File: src/rtl/mcdt_pkg.sv
// Constants and types shared between the mcdt arbiter and its receive-side demux.
package mcdt_pkg;

  localparam int NUM_CHNL      = 3;
  localparam int DEFAULT_DW    = 32;
  localparam int DEFAULT_DEPTH = 32;

  typedef logic [1:0] chnl_id_t;

  localparam chnl_id_t ID_ILLEGAL = 2'd3;

endpackage

File: src/rtl/rx_chnl_fifo.sv
// Single-clock per-channel FIFO: first-word-fall-through head register,
// valid/ready pop, free-slot margin and a one-cycle overflow pulse.
module rx_chnl_fifo
  import mcdt_pkg::*;
#(
  parameter int DW    = DEFAULT_DW,
  parameter int DEPTH = DEFAULT_DEPTH
) (
  input  logic                     clk_i,
  input  logic                     rst_i,
  input  logic                     wr_en_i,
  input  logic [DW-1:0]            wr_data_i,
  output logic [DW-1:0]            rd_data_o,
  output logic                     rd_valid_o,
  input  logic                     rd_ready_i,
  output logic [$clog2(DEPTH):0]   margin_o,
  output logic                     ovf_o
);

  localparam int AW = $clog2(DEPTH);
  localparam int MW = AW + 1;

  logic [DW-1:0] mem [DEPTH];
  logic [AW-1:0] rd_ptr_q, rd_ptr_d, wr_ptr_q, wr_ptr_d, rd_next;
  logic [MW-1:0] count_q, count_d, margin_q, margin_d;
  logic [DW-1:0] data_q, data_d;
  logic          pop, full, wr;

  // NOTE: every output of this block gets a default first, so no path can infer a latch.
  always_comb begin
    pop      = (count_q != '0) && rd_ready_i;
    full     = (count_q == MW'(DEPTH));
    wr       = wr_en_i && (!full || pop);
    ovf_o    = wr_en_i && full && !pop;
    rd_next  = rd_ptr_q + 1'b1;
    rd_ptr_d = pop ? rd_next : rd_ptr_q;
    wr_ptr_d = wr ? wr_ptr_q + 1'b1 : wr_ptr_q;
    count_d  = count_q;
    data_d   = data_q;
    if (wr && !pop) count_d = count_q + 1'b1;
    if (pop && !wr) count_d = count_q - 1'b1;
    // The head register must already hold the next word after the edge; a word
    // written this cycle bypasses storage when it becomes the new head.
    if (pop) begin
      if (count_q > MW'(1)) data_d = mem[rd_next];
      else if (wr)          data_d = wr_data_i;
    end else if (count_q == '0 && wr) begin
      data_d = wr_data_i;
    end
    margin_d = MW'(DEPTH) - count_d;
  end

  // NOTE: sequential state uses non-blocking assignments so all flops update together.
  always_ff @(posedge clk_i or posedge rst_i) begin
    if (rst_i) begin
      rd_ptr_q <= '0;
      wr_ptr_q <= '0;
      count_q  <= '0;
      margin_q <= MW'(DEPTH);
      data_q   <= '0;
    end else begin
      rd_ptr_q <= rd_ptr_d;
      wr_ptr_q <= wr_ptr_d;
      count_q  <= count_d;
      margin_q <= margin_d;
      data_q   <= data_d;
    end
  end

  // NOTE: storage is not reset; the pointers and count alone decide which words are live.
  always_ff @(posedge clk_i) begin
    if (wr) mem[wr_ptr_q] <= wr_data_i;
  end

  assign rd_data_o  = data_q;
  assign rd_valid_o = (count_q != '0);
  assign margin_o   = margin_q;

endmodule

File: src/rtl/mcdt_rx_demux.sv
// Splits the merged mcdt stream back into three buffered per-channel streams
// and keeps sticky overflow and illegal-id flags.
module mcdt_rx_demux
  import mcdt_pkg::*;
#(
  parameter int DW    = DEFAULT_DW,
  parameter int DEPTH = DEFAULT_DEPTH
) (
  input  logic                   clk_i,
  input  logic                   rst_i,
  input  logic [DW-1:0]          mcdt_data_i,
  input  logic                   mcdt_val_i,
  input  chnl_id_t               mcdt_id_i,
  output logic [DW-1:0]          ch0_data_o,
  output logic [DW-1:0]          ch1_data_o,
  output logic [DW-1:0]          ch2_data_o,
  output logic                   ch0_valid_o,
  output logic                   ch1_valid_o,
  output logic                   ch2_valid_o,
  input  logic                   ch0_ready_i,
  input  logic                   ch1_ready_i,
  input  logic                   ch2_ready_i,
  output logic [$clog2(DEPTH):0] ch0_margin_o,
  output logic [$clog2(DEPTH):0] ch1_margin_o,
  output logic [$clog2(DEPTH):0] ch2_margin_o,
  output logic [NUM_CHNL-1:0]    ovf_o,
  output logic                   id_err_o
);

  localparam int MW = $clog2(DEPTH) + 1;

  logic [NUM_CHNL-1:0] wr_en, ready, valid, ovf_pulse;
  logic [DW-1:0]       data   [NUM_CHNL];
  logic [MW-1:0]       margin [NUM_CHNL];
  logic [NUM_CHNL-1:0] ovf_q, ovf_d;
  logic                id_err_q, id_err_d;

  assign ready = {ch2_ready_i, ch1_ready_i, ch0_ready_i};

  always_comb begin
    for (int n = 0; n < NUM_CHNL; n++) begin
      wr_en[n] = mcdt_val_i && (mcdt_id_i == chnl_id_t'(n));
    end
    ovf_d    = ovf_q | ovf_pulse;
    id_err_d = id_err_q || (mcdt_val_i && mcdt_id_i == ID_ILLEGAL);
  end

  for (genvar g = 0; g < NUM_CHNL; g++) begin : g_chnl
    rx_chnl_fifo #(.DW(DW), .DEPTH(DEPTH)) u_fifo (
      .clk_i      (clk_i),
      .rst_i      (rst_i),
      .wr_en_i    (wr_en[g]),
      .wr_data_i  (mcdt_data_i),
      .rd_data_o  (data[g]),
      .rd_valid_o (valid[g]),
      .rd_ready_i (ready[g]),
      .margin_o   (margin[g]),
      .ovf_o      (ovf_pulse[g])
    );
  end

  always_ff @(posedge clk_i or posedge rst_i) begin
    if (rst_i) begin
      ovf_q    <= '0;
      id_err_q <= 1'b0;
    end else begin
      ovf_q    <= ovf_d;
      id_err_q <= id_err_d;
    end
  end

  assign ch0_data_o   = data[0];
  assign ch1_data_o   = data[1];
  assign ch2_data_o   = data[2];
  assign ch0_valid_o  = valid[0];
  assign ch1_valid_o  = valid[1];
  assign ch2_valid_o  = valid[2];
  assign ch0_margin_o = margin[0];
  assign ch1_margin_o = margin[1];
  assign ch2_margin_o = margin[2];
  assign ovf_o        = ovf_q;
  assign id_err_o     = id_err_q;

endmodule
File: config.mk
export PLATFORM = sky130hd
export DESIGN_NAME = mcdt_rx_demux
export DESIGN_NICKNAME = d
export VERILOG_FILES = /design/src/rtl/mcdt_pkg.sv /design/src/rtl/rx_chnl_fifo.sv /design/src/rtl/mcdt_rx_demux.sv
export SDC_FILE = /design/constraint.sdc
export NUM_CORES = 2
export LEC_CHECK = 0
export ABC_AREA = 0
export ABC_CLOCK_PERIOD_IN_PS = 5950
export CAP_MARGIN = 20
export CORE_MARGIN = 1.5
export CORE_UTILIZATION = 23
export DETAILED_ROUTE_END_ITERATION = 8
export GPL_ROUTABILITY_DRIVEN = 0
export PLACE_DENSITY_LB_ADDON = 0.05
export SLEW_MARGIN = 20
export SYNTH_ARGS = -nofsm -noshare
export SYNTH_HDL_FRONTEND = slang
export SYNTH_SLANG_ARGS = --single-unit
File: constraint.sdc
create_clock -name clk_i -period 5.95 [get_ports clk_i]
set_clock_uncertainty 0.05 [all_clocks]
set_input_delay 0.8925 -clock clk_i [delete_from_list [all_inputs] [get_ports clk_i]]
set_output_delay 0.8925 -clock clk_i [all_outputs]
set_load 0.02 [all_outputs]
==> flow_summary.ini <==
[die]
die_w_um = 740
die_area_um2 = 548000
core_area_um2 = 541000
die_y_um = 740
boundaryPins = 161
rows = 270
start_util_pct = 23.1

[sta]
slew_violations = 0
slew-limit-headroom_pct = 23.6
setup_slack_ns = 1.72
fin_crit_sh_pct = 71.1
rsz0062_at_grt = no
fmax_mhz = 236
final-hold-violation-count = 0
finalSetupViolCount = 0
fin_setup_tns_ns = 0
min_period_ns = 4.23
tightest_slew_ns = 1.15

[critical_path]
cp_top_family = flip-flops
crit_chain = ha_4 -> buf_4 -> mux4_2 -> nand2_1 -> nand2_1 -> nand2_1 -> o21ai_0 -> a221oi_1 -> o221ai_1
critical_path_class = reg -> reg
cp_common_cell = nand2_1
crit_arrival_ns = 4.98
path_max_fanout = 32
crit_slowest_cell = dfrtp_4
critPathBufInv = 1
cp-start-kind = register
crit_path_max_incr_delay_ns = 0.98
crit_required_ns = 6.70
critPathCaptureType = register

[finish]
area_growth_pct = 20.7
mostFrequentLayoutCells = 3072 x edfxtp_1, 787 x nand2_1, 708 x mux4_2
final_common_cell = edfxtp_1
drive_gt1_share_pct = 24.3
multi_input_area_um2 = 28000
instances_no_fill = 14436
fin_nets = 6940
final-seq-area_um2 = 96300
fill_cells = 53649
fin_util_pct = 27.9

[clocking]
cts-buffers-inserted = 403
clk_latency_ns = 0.97
clockBufferDepth = 4
cts.sinks = 3235
clk_pin_slew_ns = 0.06
post_cts_buffers = 0
cts_tree = built
cts-root-buf = clkbuf_16
htree_levels = 5

[grt]
grtUsageMet1_pct = 21.5
grt_pass1_wl_mm = 595
grt_start_max_net_pins = 105
antenna_found_initial = 49
grt_pass1_vias = 67276
grt_usage_pct = 15.6
use_met3_pct = 2.09
busiest_layer = met2
gr-total-overflow = 0
use_met2_pct = 26.5

[yosys]
ys.flop_type = edfxtp_1
synth_edf_count = 3072
synth_seq_cells = 3235
synth_cell_types = 69
synth_area_per_cell_um2 = 19.6
syn_area_um2 = 125000
syn-instance-count = 6379
yosys_warnings = 0
synth-async-reset-ratio_pct = 5.04
ys_seq_area_share_pct = 77.1
synthesis.nets = 6445

[power]
leakage_nw = 46.9
combinationalPowerShare_pct = 37.1
vdd_drop_max_mv = 0.402
intPower_w = 0.0506
power_frac_seq_pct = 33.4
cellPowerDensity_nw_per_um2 = 534
p_sw_w = 0.0298
clock_power_share_pct = 29.5
power.total_w = 0.0805
switching_share_pct = 37.1

[routing]
viasPerCell = 4.39
drc_errors = 0
drt_iter0_markers = 4748
drtAntennaViolNets = 0
avgRoutedWirePerCell_um = 30.2
dr.pass1.iters = 8
finalWirelength_mm = 436
num_vias = 63386

[placement]
port_buffers = 160
dp_cells = 13676
dp_slack_ns = 0.748
dp_hpwl_mm = 256

[worst_hold_path]
hold_path_class = in -> reg

[flow_run]
drv_cap = 0

[status]
outcome = complete, no violations
## sequential cells by signal (all words and copies together), names as in the netlist
| register | count |
|---|---|
| g_chnl.u_fifo.count_q | 18 |
| g_chnl.u_fifo.rd_ptr_q | 15 |
| g_chnl.u_fifo.mem | 3072 |
| g_chnl.u_fifo.margin_o | 15 |
| ovf_o | 3 |
| g_chnl.u_fifo.wr_ptr_q | 15 |
| g_chnl.u_fifo.rd_data_o | 96 |
| id_err_o | 1 |
## final timing paths
kind	startpoint	endpoint	slack (ns)	cells after the start
min in group asynchronous	rst_i	g_chnl[2].u_fifo.rd_data_o[6]	0.32	2
worst min-delay path	mcdt_data_i[21]	g_chnl[2].u_fifo.mem[30][21]	0.15	1
worst min register to register	ovf_o[2]	ovf_o[2]	0.41	1
worst max-delay path	g_chnl[0].u_fifo.rd_ptr_q[0]	g_chnl[0].u_fifo.rd_data_o[18]	1.72	9
max in group asynchronous	rst_i	g_chnl[0].u_fifo.rd_data_o[17]	4.36	3
worst max register to register	g_chnl[0].u_fifo.rd_ptr_q[0]	g_chnl[0].u_fifo.rd_data_o[18]	1.72	9
## worst reg2reg max path, delay by kind of cell, from the launching register on
| family | cells | cell delay, ns |
|---|---|---|
| flops | 1 | 0.98 |
| compound gates | 3 | 0.96 |
| fa+ha+maj | 1 | 0.69 |
| buf+inv | 1 | 0.61 |
| mux | 1 | 0.41 |
| simple gates | 3 | 0.38 |
## layout make-up
type	count	share of cell area (%)
repair buffers	468	3.04
multi-input cells	2738	18.6
flip-flops and latches	3235	63.9
diodes	21	0.0349
clock buffers	537	7.25
well taps	7208	5.98
inverters	28	0.0747
clock inverters	201	1.16
## repair_timing
item / in CTS / in global routing
resized for setup: 0 / 0
hold buffers: 1 / 0
hold endpoints to repair: 3 / 0
## per-stage QoR
stage | hold WS (ns) | cell area [µm²]
6_report | 0.153 | 151000
5_1_grt | 0.0874 | 151000
4_1_cts | 0.0337 | 151000
3_5_place_dp | 0.398 | 138000
3_3_place_gp | 0.395 | 138000
2_1_floorplan | 0.475 | 125000
## cell families after synthesis
| family | count (synthesis) | share of synthesized area (%) |
|---|---|---|
| flops | 3235 | 77.1 |
| simple gates | 1371 | 4.70 |
| mux | 771 | 13.3 |
| compound gates | 513 | 2.95 |
| buf+inv | 406 | 1.31 |
| xor+xnor | 57 | 0.400 |
| fa+ha+maj | 26 | 0.260 |
## metal layers
layer	share of wire (%)	wire length [µm]
met2	49	214000
met3	3.9	17100
met4	1.9	8460
met5	0.0030	13
met1	45	197000
## power by group through the flow
stage	Sequential, W	Combinational (W)	Clock (W)
after floorplan	0.0271	0.0169	0
after global placement	0.0274	0.0312	0
after detailed placement	0.0274	0.0311	0
after CTS	0.0270	0.0312	0.0246
after global routing	0.0270	0.0321	0.0253
final	0.0269	0.0298	0.0237
## cell usage after synthesis (5+ instances only)
master | count | share of area (%)
a211oi_1 | 63 | 0.38
a21oi_1 | 91 | 0.36
a31oi_1 | 147 | 0.74
a32oi_1 | 125 | 0.88
a41o_1 | 30 | 0.24
and2_1 | 22 | 0.11
buf_1 | 80 | 0.24
buf_2 | 73 | 0.29
clkbuf_1 | 220 | 0.66
dfrtp_1 | 160 | 3.2
edfxtp_1 | 3072 | 74
ha_1 | 26 | 0.26
inv_1 | 28 | 0.084
mux2_2 | 5 | 0.045
mux2i_1 | 58 | 0.46
mux4_2 | 708 | 13
nand2_1 | 790 | 2.4
nand2b_1 | 5 | 0.025
nand3_1 | 217 | 0.87
nand3b_1 | 10 | 0.060
nand4_1 | 28 | 0.14
nor2_1 | 207 | 0.62
nor2b_1 | 47 | 0.24
nor3_1 | 9 | 0.036
nor4_1 | 7 | 0.035
o21ai_0 | 14 | 0.056
or3b_2 | 6 | 0.042
xnor2_1 | 45 | 0.32
xor2_1 | 12 | 0.084
Note: power is estimated with default switching activity, not from simulation.
